File: config.mk
export PLATFORM = sky130hd
export DESIGN_NAME = log2_pipe
export DESIGN_NICKNAME = d
export VERILOG_FILES = /design/src/rtl/log2_pipe.sv
export SDC_FILE = /design/constraint.sdc
export NUM_CORES = 1
export LEC_CHECK = 0
export CAP_MARGIN = 25
export CORE_MARGIN = 4
export CORE_UTILIZATION = 30
export CTS_CLUSTER_SIZE = 16
export DETAILED_ROUTE_END_ITERATION = 8
export PLACE_DENSITY_LB_ADDON = 0.2
export SKIP_CTS_REPAIR_TIMING = 1
export SLEW_MARGIN = 15
export SYNTH_ARGS = -nofsm -noshare
export SYNTH_HDL_FRONTEND = slang
export SYNTH_SLANG_ARGS = --single-unit
File: constraint.sdc
create_clock -name clk -period 3.3 [get_ports clk]
set_clock_uncertainty 0.1 [all_clocks]
set_input_delay 0.66 -clock clk [delete_from_list [all_inputs] [get_ports clk]]
set_output_delay 0.66 -clock clk [all_outputs]
set_load 0.01 [all_outputs]
File: src/rtl/log2_pipe.sv
// -----------------------------------------------------------------------------
// log2_pipe
//
// Two-stage valid/ready pipeline that encodes a nominally one-hot operand
// into the index of its highest set bit.
//   Stage 1 registers the accepted operand.
//   Stage 2 registers the encoded result (index, zero flag, error flag).
// Each stage has its own valid bit. A stage advances whenever its downstream
// neighbour can take its contents, so a full pipeline streams one operand per
// cycle while out_ready stays high.
//
// Parameters
//   WIDTH    operand width, 2..64
//   OUT_W    result width, derived as $clog2(WIDTH); do not override
//
// Ports
//   clk        single clock, rising edge
//   rst_n      asynchronous active-low reset; release is expected synchronous
//   in_valid   operand presented on in_data
//   in_ready   pipeline accepts the operand this cycle (combinational from
//              out_ready, independent of in_valid)
//   in_data    operand
//   out_valid  result fields valid
//   out_ready  consumer accepts the result this cycle
//   out_log    index of highest set bit (0 for an all-zero operand)
//   out_zero   operand was all zeros
//   out_err    operand had more than one bit set
//
// Configuration macro
//   LOG2_PIPE_ONEHOT_CHECK_EN  when defined, out_err is computed and
//                              registered with the result; when undefined,
//                              out_err is tied low and no check logic exists.
// -----------------------------------------------------------------------------
module log2_pipe #(
   parameter int WIDTH = 8,
   parameter int OUT_W = $clog2(WIDTH)
) (
   input  logic             clk,
   input  logic             rst_n,
   input  logic             in_valid,
   output logic             in_ready,
   input  logic [WIDTH-1:0] in_data,
   output logic             out_valid,
   input  logic             out_ready,
   output logic [OUT_W-1:0] out_log,
   output logic             out_zero,
   output logic             out_err
);

   // Stage 1: registered operand
   logic             s1_valid_q, s1_valid_d;
   logic [WIDTH-1:0] s1_data_q,  s1_data_d;

   // Stage 2: registered result
   logic             s2_valid_q, s2_valid_d;
   logic [OUT_W-1:0] s2_log_q,   s2_log_d;
   logic             s2_zero_q,  s2_zero_d;

   logic             s2_load;
   logic             s1_load;

   // Encoder working signals (operate on the stage-1 operand)
   logic [WIDTH-1:0] top_hit;
   logic [OUT_W-1:0] enc_log;
   logic             enc_zero;

   // top_hit[gi] is set only for the highest set bit, so top_hit is one-hot
   // or zero even when the operand has several bits set. That lets the index
   // be formed by OR-ing bit positions without a priority chain.
   genvar gi;
   generate
      for (gi = 0; gi < WIDTH; gi++) begin : g_top_hit
         assign top_hit[gi] = s1_data_q[gi] & ~(|(s1_data_q >> (gi + 1)));
      end
   endgenerate

   always_comb begin
      enc_log = '0;
      for (int i = 0; i < WIDTH; i++) begin
         if (top_hit[i]) begin
            enc_log = enc_log | OUT_W'(i);
         end
      end
   end

   assign enc_zero = ~(|s1_data_q);

   // Handshake: stage 2 frees up when empty or being drained; stage 1 can
   // take a new operand when empty or when its content moves into stage 2.
   always_comb begin
      s2_load  = ~s2_valid_q | out_ready;
      s1_load  = ~s1_valid_q | s2_load;
      in_ready = s1_load;
   end

   always_comb begin
      s1_valid_d = s1_valid_q;
      s1_data_d  = s1_data_q;
      s2_valid_d = s2_valid_q;
      s2_log_d   = s2_log_q;
      s2_zero_d  = s2_zero_q;

      if (s2_load) begin
         s2_valid_d = s1_valid_q;
         // Result fields only change when a real operand moves in, so the
         // last result stays visible on idle cycles.
         if (s1_valid_q) begin
            s2_log_d  = enc_log;
            s2_zero_d = enc_zero;
         end
      end

      if (s1_load) begin
         s1_valid_d = in_valid;
         if (in_valid) begin
            s1_data_d = in_data;
         end
      end
   end

   always_ff @(posedge clk or negedge rst_n) begin
      if (!rst_n) begin
         s1_valid_q <= 1'b0;
         s1_data_q  <= '0;
         s2_valid_q <= 1'b0;
         s2_log_q   <= '0;
         s2_zero_q  <= 1'b0;
      end else begin
         s1_valid_q <= s1_valid_d;
         s1_data_q  <= s1_data_d;
         s2_valid_q <= s2_valid_d;
         s2_log_q   <= s2_log_d;
         s2_zero_q  <= s2_zero_d;
      end
   end

`ifdef LOG2_PIPE_ONEHOT_CHECK_EN
   // More than one bit set <=> clearing the lowest set bit leaves something.
   // An all-zero operand gives zero here, so out_err and out_zero never
   // assert together.
   logic enc_err;
   logic s2_err_q, s2_err_d;

   assign enc_err = |(s1_data_q & (s1_data_q - {{(WIDTH-1){1'b0}}, 1'b1}));

   always_comb begin
      s2_err_d = s2_err_q;
      if (s2_load && s1_valid_q) begin
         s2_err_d = enc_err;
      end
   end

   always_ff @(posedge clk or negedge rst_n) begin
      if (!rst_n) begin
         s2_err_q <= 1'b0;
      end else begin
         s2_err_q <= s2_err_d;
      end
   end

   assign out_err = s2_err_q;
`else
   assign out_err = 1'b0;
`endif

   assign out_valid = s2_valid_q;
   assign out_log   = s2_log_q;
   assign out_zero  = s2_zero_q;

endmodule

==> results of run 1 <==
==> final cells by class <==
type | count | area (um2)
Clock buffer | 4 | 36.3
Sequential cell | 14 | 350
Tap cell | 25 | 31.3
Multi-Input combinational cell | 28 | 243
Inverter | 1 | 3.75
Timing Repair Buffer | 17 | 170
Fill cell | 179 | 986
==> cells by family after synthesis <==
kind of cell | count (synthesis) | synth area share [%]
compound gates | 5 | 6.83
buf+inv | 2 | 1.86
flops | 14 | 58.0
mux | 11 | 20.5
other cells | 1 | 0.621
simple gates | 11 | 12.2
==> worst max-delay path by stage <==
stage               from      endpoint  slack [ns]  cells after the start
2_1_floorplan  out_ready  s1_data_q[0]        1.58                      3
3_3_place_gp   out_ready      in_ready        0.74                      3
3_5_place_dp   out_ready      in_ready        0.73                      3
4_1_cts        out_ready      in_ready        0.72                      3
5_1_grt        out_ready      in_ready        0.67                      3
6_report       out_ready      in_ready        0.73                      3
==> report_power, final <==
| group | total [W] | internal (W) | switching, W |
|---|---|---|---|
| logic | 0.0000825 | 0.0000529 | 0.0000297 |
| clock network | 0.000119 | 0.0000670 | 0.0000523 |
| registers | 0.000213 | 0.000195 | 0.0000182 |
| total | 0.000415 | 0.000315 | 0.000100 |
==> metrics by stage <==
step                area, um2  hold WS (ns)  worst slack, ns  std cells
detailed placement        798         0.381            0.727         85
global route              835         0.425            0.671         89
floorplan                 604         0.264             1.58         44
CTS                       835         0.400            0.724         89
finish                    835         0.394            0.727         89
global placement          798         0.376            0.736         85
==> registers in the layout, summed over array words and instances (netlist names) <==
name / flops
s1_data_q: 8
out_valid: 1
s1_valid_q: 1
out_zero: 1
out_log: 3
==> per-layer routing <==
layer	share of wire (%)	track usage, %	up-vias
li1	-	-	195
met1	49	11.6	191
met2	44	13.2	13
met3	7.4	5.35	0
met4	0	0	0
met5	0	0	-
==> synth_stat cells <==
library cell / n / share of area, %
sky130_fd_sc_hd__a21oi_1: 2 / 1.7
sky130_fd_sc_hd__a41oi_2: 1 / 2.7
sky130_fd_sc_hd__buf_4: 1 / 1.2
sky130_fd_sc_hd__conb_1: 1 / 0.62
sky130_fd_sc_hd__dfrtp_1: 14 / 58
sky130_fd_sc_hd__inv_1: 1 / 0.62
sky130_fd_sc_hd__mux2_1: 3 / 5.6
sky130_fd_sc_hd__mux2_2: 8 / 15
sky130_fd_sc_hd__nand2_1: 2 / 1.2
sky130_fd_sc_hd__nand2b_1: 3 / 3.1
sky130_fd_sc_hd__nand3b_1: 1 / 1.2
sky130_fd_sc_hd__nor2_1: 2 / 1.2
sky130_fd_sc_hd__nor2b_1: 1 / 1.0
sky130_fd_sc_hd__nor4b_2: 1 / 2.5
sky130_fd_sc_hd__o21bai_1: 1 / 1.2
sky130_fd_sc_hd__o31ai_1: 1 / 1.2
sky130_fd_sc_hd__or4_4: 1 / 1.9
==> worst max-delay path, cell delays in order <==
cell,delay [ns]
sky130_fd_sc_hd__clkdlybuf4s50_1,0.46
sky130_fd_sc_hd__nand3b_1,0.14
sky130_fd_sc_hd__clkdlybuf4s50_1,0.55
==> results list, run 1 <==
* Endpoint type of the worst setup path: output pin
- The path class of the tightest hold or removal check is register to register.
- Routed wire length: ~1000 um
* Final hold violation count: 0
* IO Port Bufs: 17
* CTS H-Tree Depth: 1
- Once detail routing completed, the nets flagged for antenna violations numbered 0.
* Antenna Cells: 0
- Initial core utilization: 33.2%
- Mean post-synth cell area: 13.7 um2
* Relative slew slack: approximately three fifths
- Maximum number of pins on one net before global-route repair: 15
- The clock reaches the later pin of the worst-skew pair after roughly 0.27 ns.
- Share of synthesized area occupied by flip-flops and latches: between 50 and 60%
- After the first detailed-routing iteration, the DRC count stood at 2.
- Power density cells: approximately 500 nW/um2
- The floorplan step defined a die boundary enclosing ~2800 um2.
* Via-to-Cell Ratio: 4.48
* Leakage power summed over all cells: between 0.3 and 0.4 nW
- After clock tree synthesis, the clock-pin slew on the worst setup and hold paths is ~0.080 ns.
- RSZ-0062 raised after global routing: no
- Timing would allow up to 389 MHz.
- Result of the run: complete, no violations
- Area of the core region: 1820 um2
- After layout, the worst path uses roughly 80% of the clock period.
- Y dimension of the die: 52.9 um
- STA classifies the critical path startpoint as a primary input.
- Clock tree synthesis selected as its root buffer the cell sky130_fd_sc_hd__clkbuf_4.
- The worst register-to-register path ends at out_zero.
- In this run, synthesis produced a sequential element count of 14.
* Highest-count cells in the layout ignoring fill and taps: 17 x sky130_fd_sc_hd__clkdlybuf4s50_1, 14 x sky130_fd_sc_hd__dfrtp_1, 8 x sky130_fd_sc_hd__mux2_2
* Area Overhead vs Synth: 38.1%
* Cell count after synthesis: 44
* Maximum clock path buffer count: 2
- TritonCTS sink count: 14
- The first global-routing pass estimated roughly 1800 um of wire.
- Setup violations remaining at the end of the flow were counted as 0.
- Clock tree synthesis inserted a total of 3 buffers.
* Startpoint of the worst-slack reg-to-reg timing path: s1_data_q[6]
- Final critical delay including setup and external delays: around 2.6 ns
- The worst setup path is of the primary input to output pin kind.
- Avg WL per Cell: around 12 um
- Counting instances, the worst hold path has a depth of 1.
- Worst Hold Endpoint: out_zero
- Number of global-route vias before repair: ~380
- For this run, the detailed router's first-pass iteration total came to 2.
- Count of maximum capacitance violations: 0
- Cell variety after synth: 17
- Across the VDD grid, the largest voltage drop is ~0.00027 V.
* Number of pins with negative max-slew slack in the final report: 0
* Final-stage net count: 77
* Overflow left after global routing: 0
* Endpoint arrival time on the critical path: 1.81 ns
* Clock tree from TritonCTS: done
- Hold path start: out_zero
- For this run, the number of Yosys warnings is 0.
* Number of placed I/O pins: 19
- Maximum fanout encountered on the critical timing path: 3
* Die width: ~53 um
* Most frequent standard cell in the layout excluding fill and tap cells: sky130_fd_sc_hd__clkdlybuf4s50_1
- Reg2reg setup slack: about 1.8 ns
* Worst Path Required: ~2.5 ns
- Fraction of final layout cells with drive strength greater than 1: between 20% and 30%
- Routability-driven placement finished with a final weighted congestion of between 0.6 and 0.7.
- The synthesized netlist occupies a cell area of 604 um2.
* Post-synthesis net count: 56
- Number of antenna violations at the first check in global routing: 0
- Total routing resource utilization after global routing: ~9%
* Drt drc: 0
- Total power for the finished layout comes to between 0.0004 and 0.0005 W.
- Number of cells traversed by the worst register-to-register path: 3
- Once layout is complete, the utilization of the core stands at ~46%.
- Via count of the routed design: roughly 400
- Number of cell rows: 15
- For the pin with the worst max-slew slack, the measured transition is around 0.62 ns.
- In the final timing run, aggregate negative setup slack is 0 ns.
Power figures use the tool's default switching activity.
==> run 2: changes to the inputs <==
- clock period: 3.3 -> 2.6 ns (I/O delays scaled with it)
==> results of run 2 <==
The final DEF is identical to that of run 1. Status: complete, no violations.
Main changes from that run: setup slack after placement 0.727 ns -> 0.307 ns; setup slack after layout 0.727 ns -> 0.307 ns; register-to-register setup slack 1.77 ns -> 1.07 ns; total power 0.000415 W -> 0.000527 W; worst IR drop on VDD 0.000268 V -> 0.000341 V
==> edit 1, RTL diff (config.mk and constraints of run 1) <==
Add a define of `LOG2_PIPE_ONEHOT_CHECK_EN`.
--- a/src/rtl/log2_pipe.sv
+++ b/src/rtl/log2_pipe.sv
@@ -32,4 +32,6 @@
 //                              out_err is tied low and no check logic exists.
 // -----------------------------------------------------------------------------
+`define LOG2_PIPE_ONEHOT_CHECK_EN
+
 module log2_pipe #(
    parameter int WIDTH = 8,
Behaviour: not the same (a bounded check fails within 4 cycles, from zero or initial values and one cycle with rst_n low).
==> edit 1 against run 1 <==
Sequential cell count is 1 higher; setup slack worse by 0.023 ns; via count is 28% higher; final area is 10% higher; wire length is 26% higher; count of clock-buffer cells in the layout is 1 lower; total power is 7.3% higher; synthesized area is 18% higher; final cell count is 20% higher; die area is 15% higher; first-iteration DRC count is 50% lower; critical endpoint unchanged; largest cell class unchanged.
==> edit 1: results <==
[route]
met1_length_um = 553
postRouteWirelength_mm = 1.29
dr_wl_met2_um = 632
top_layer = met4
vias = 509
drt_iter0_drc = 1
route.detailed.wl_per_inst_um = 12.1
wl_met3_um = 95

[final_layout]
fin_area_um2 = 918
clock_area_share_pct = 3.00
drive_gt1_share_pct = 19.0
nFillCells = 227
nNonClkBuffers = 18
n_clock_buffer = 3
design.seq.count = 15
multi_input_cells = 41
fin_nets = 92
register_area_um2 = 375
nonClkBufAreaFrac_pct = 19.6
multi_input_area_share_pct = 32.3
top_register = s1_data_q

[pwr]
total_leakage_power_nw = 0.368
p_seq_mw = 0.241
ir_worst_vdd_v = 0.000279
p_switching_mw = 0.126
power.density_nw_per_um2 = 485
powerComb_mw = 0.103

[floorplanning]
die_w_um = 56.7

[sta]
worst_pin_slew_ns = 0.656

[logic_synthesis]
synth.distinct_cells = 23
synth_commonest_cells = 15 x dfrtp_1, 8 x mux2_2, 5 x nor3_1
synth_area_leaders = dfrtp_1 53%, mux2_2 13%, nand2b_1 3.5%
ys_seq_area_share_pct = 52.8
synth_cells = 59
synthesis.nets = 71

[run_status]
status = finished clean

[place]
gp_congestion = 0.717
dpl_cell_area_um2 = 891
place_ws_ns = 0.710
dp_cells = 103
numPortBuffers = 18

[setup_path]
cp_top_family = buffers and inverters
cp_data_arrival_time_ns = 1.84
cp_slowest_cell = clkdlybuf4s50_1

[grt]
use_met3_pct = 5.06
grtUsageMet2_pct = 14.5
grt_pass1_wl_mm = 2.18
grt_util_all_layers_pct = 8.93
use_met1_pct = 10.1
grt_max_degree = 16
grt_pass1_vias = 493
==> edit 1: cell types whose count changed after synthesis, sizes merged, moves of 2 or more <==
| cell | before | now |
|---|---|---|
| nand2 | 2 | 4 |
| nor3 | 0 | 5 |
| mux2 | 11 | 8 |
| o21ai | 0 | 2 |
| nor4 | 0 | 3 |
==> edit 1: kinds of logic (layout without fill, tap and decap cells) <==
kind of cell	count (synthesis)	in the layout	share of synthesized area, %
buf+inv	3	23	5.46
fa+ha+maj	1	1	1.41
compound gates	10	10	10.4
simple gates	22	22	17.3
flops	15	15	52.8
mux	8	8	12.7
==> edit 1: final timing paths <==
path,endpoint,start,slack [ns],cells after the start
min reg2reg,out_log[2],out_log[2],0.38,2
max in group asynchronous,s1_data_q[7],rst_n,2.00,1
max reg2reg,out_err,s1_data_q[3],1.54,4
min,out_log[2],out_log[2],0.38,2
min in group asynchronous,out_err,rst_n,0.67,1
max,in_ready,out_ready,0.70,3
==> edit 2, RTL diff (config.mk and constraints of run 1) <==
Made on the original files. Take the reset off `s1_data_q` and load it in a clocked block of its own.
--- a/src/rtl/log2_pipe.sv
+++ b/src/rtl/log2_pipe.sv
@@ -122,5 +122,4 @@
       if (!rst_n) begin
          s1_valid_q <= 1'b0;
-         s1_data_q  <= '0;
          s2_valid_q <= 1'b0;
          s2_log_q   <= '0;
@@ -128,9 +127,12 @@
       end else begin
          s1_valid_q <= s1_valid_d;
-         s1_data_q  <= s1_data_d;
          s2_valid_q <= s2_valid_d;
          s2_log_q   <= s2_log_d;
          s2_zero_q  <= s2_zero_d;
       end
+   end
+
+   always_ff @(posedge clk) begin
+      s1_data_q <= s1_data_d;
    end
 
Behaviour: same outputs for any inputs over 10 cycles, from zero or initial values and one cycle with rst_n low; that may be too few to reach the edited logic, so the function may still have changed.
==> edit 2 against run 1 <==
Die area shrank 7.7%; register-to-register slack gained 0.16 ns; setup slack got worse by 0.0089 ns; utilization decreased by 1.3 points; first-iteration DRC count rose to 3.5 times the old value; highest routed layer is now met4; synthesized area is 9.1% lower; final area fell by 7.8%; wire length fell by 17%; total power shrank 16%; critical endpoint unchanged; clock power is 21% lower; sequential cell count unchanged.
==> edit 2: results <==
[pwr]
total_leakage_power_nw = 0.273
ir_worst_vdd_v = 0.000237

[place]
dp_cells = 81
numPortBuffers = 17
place_ws_ns = 0.719
dpl_cell_area_um2 = 743

[route]
route.detailed.wl_per_inst_um = 9.98
drt_iter0_drc = 7
drtPass1Iterations = 4
postRouteWirelength_um = 848
vias = 358

[logic_synthesis]
synth_area_leaders = edfxtp_1 44%, dfrtp_1 27%, nor4_4 3.9%
synth.distinct_cells = 19
synthesis.nets = 52
syn_area_per_cell_um2 = 13.7
ys_seq_area_share_pct = 71.1
synth_flop_cell = edfxtp_1
synthArstFlopShare_pct = 42.9
synth_edf_count = 8
synth_commonest_cells = 8 x edfxtp_1, 6 x dfrtp_1, 4 x a21oi_1

[grt]
grt_util_all_layers_pct = 7.01
grt_max_degree = 9
grt_pass1_wl_mm = 1.28
grt_pass1_vias = 321

[clocking]
htree_num_levels = 1
clock_tree.root_cell = clkbuf_4

[setup_path]
worstReg2RegStart = s1_valid_q

[hold_path]
hp-start = out_log[2]
hp-class = register to register

[final_layout]
largest_reg_flops = 8
drive_gt1_share_pct = 6.67
fin_nets = 73

[run_status]
status = finished clean
[edit 2: layout make-up]
class	count	area, um^2
multi-input combinational	23	144
inverter	2	7.51
sequential	14	390
tap	25	31.3
clock buffer	3	22.5
fill	166	957
timing repair buffer	17	170
clock inverter	1	3.75
[edit 2: logic make-up after synthesis]
group	after synthesis	synth area share, %
flip-flops	14	71.1
AND/OR/NAND/NOR	13	15.7
AO/OA/AOI/OAI	9	9.80
buffers and inverters	3	2.73
other	1	0.683
[edit 2: worst paths after layout]
check	endpoint	slack, ns	depth (start not counted)
worst min register to register	out_log[2]	0.40	1
worst max-delay path	in_ready	0.72	3
worst min-delay path	out_log[2]	0.40	1
min in group asynchronous	out_valid	0.51	1
worst max register to register	s1_data_q[2]	1.93	2
max in group asynchronous	out_log[1]	2.38	1
[edit 2: report_power, final]
group / switching, mW / internal (mW)
registers: 0.00890 / 0.199
clock network: 0.0502 / 0.0438
logic: 0.0189 / 0.0290
total: 0.0780 / 0.272
[edit 2: stage by stage]
step	utilization [%]	power (mW)
final	44.6	0.350
after global routing	44.6	0.366
after CTS	44.6	0.358
after detailed placement	43.0	0.261
after global placement	43.0	0.260
after floorplan	-	0.230
[edit 2: routing by layer]
layer / GRT usage [%] / wire, um / vias up
li1: - / - / 180
met4: 2.69 / 12 / 0
met5: 0 / 0 / -
met3: 5.04 / 120 / 2
met2: 11.3 / 372 / 20
met1: 6.92 / 341 / 156
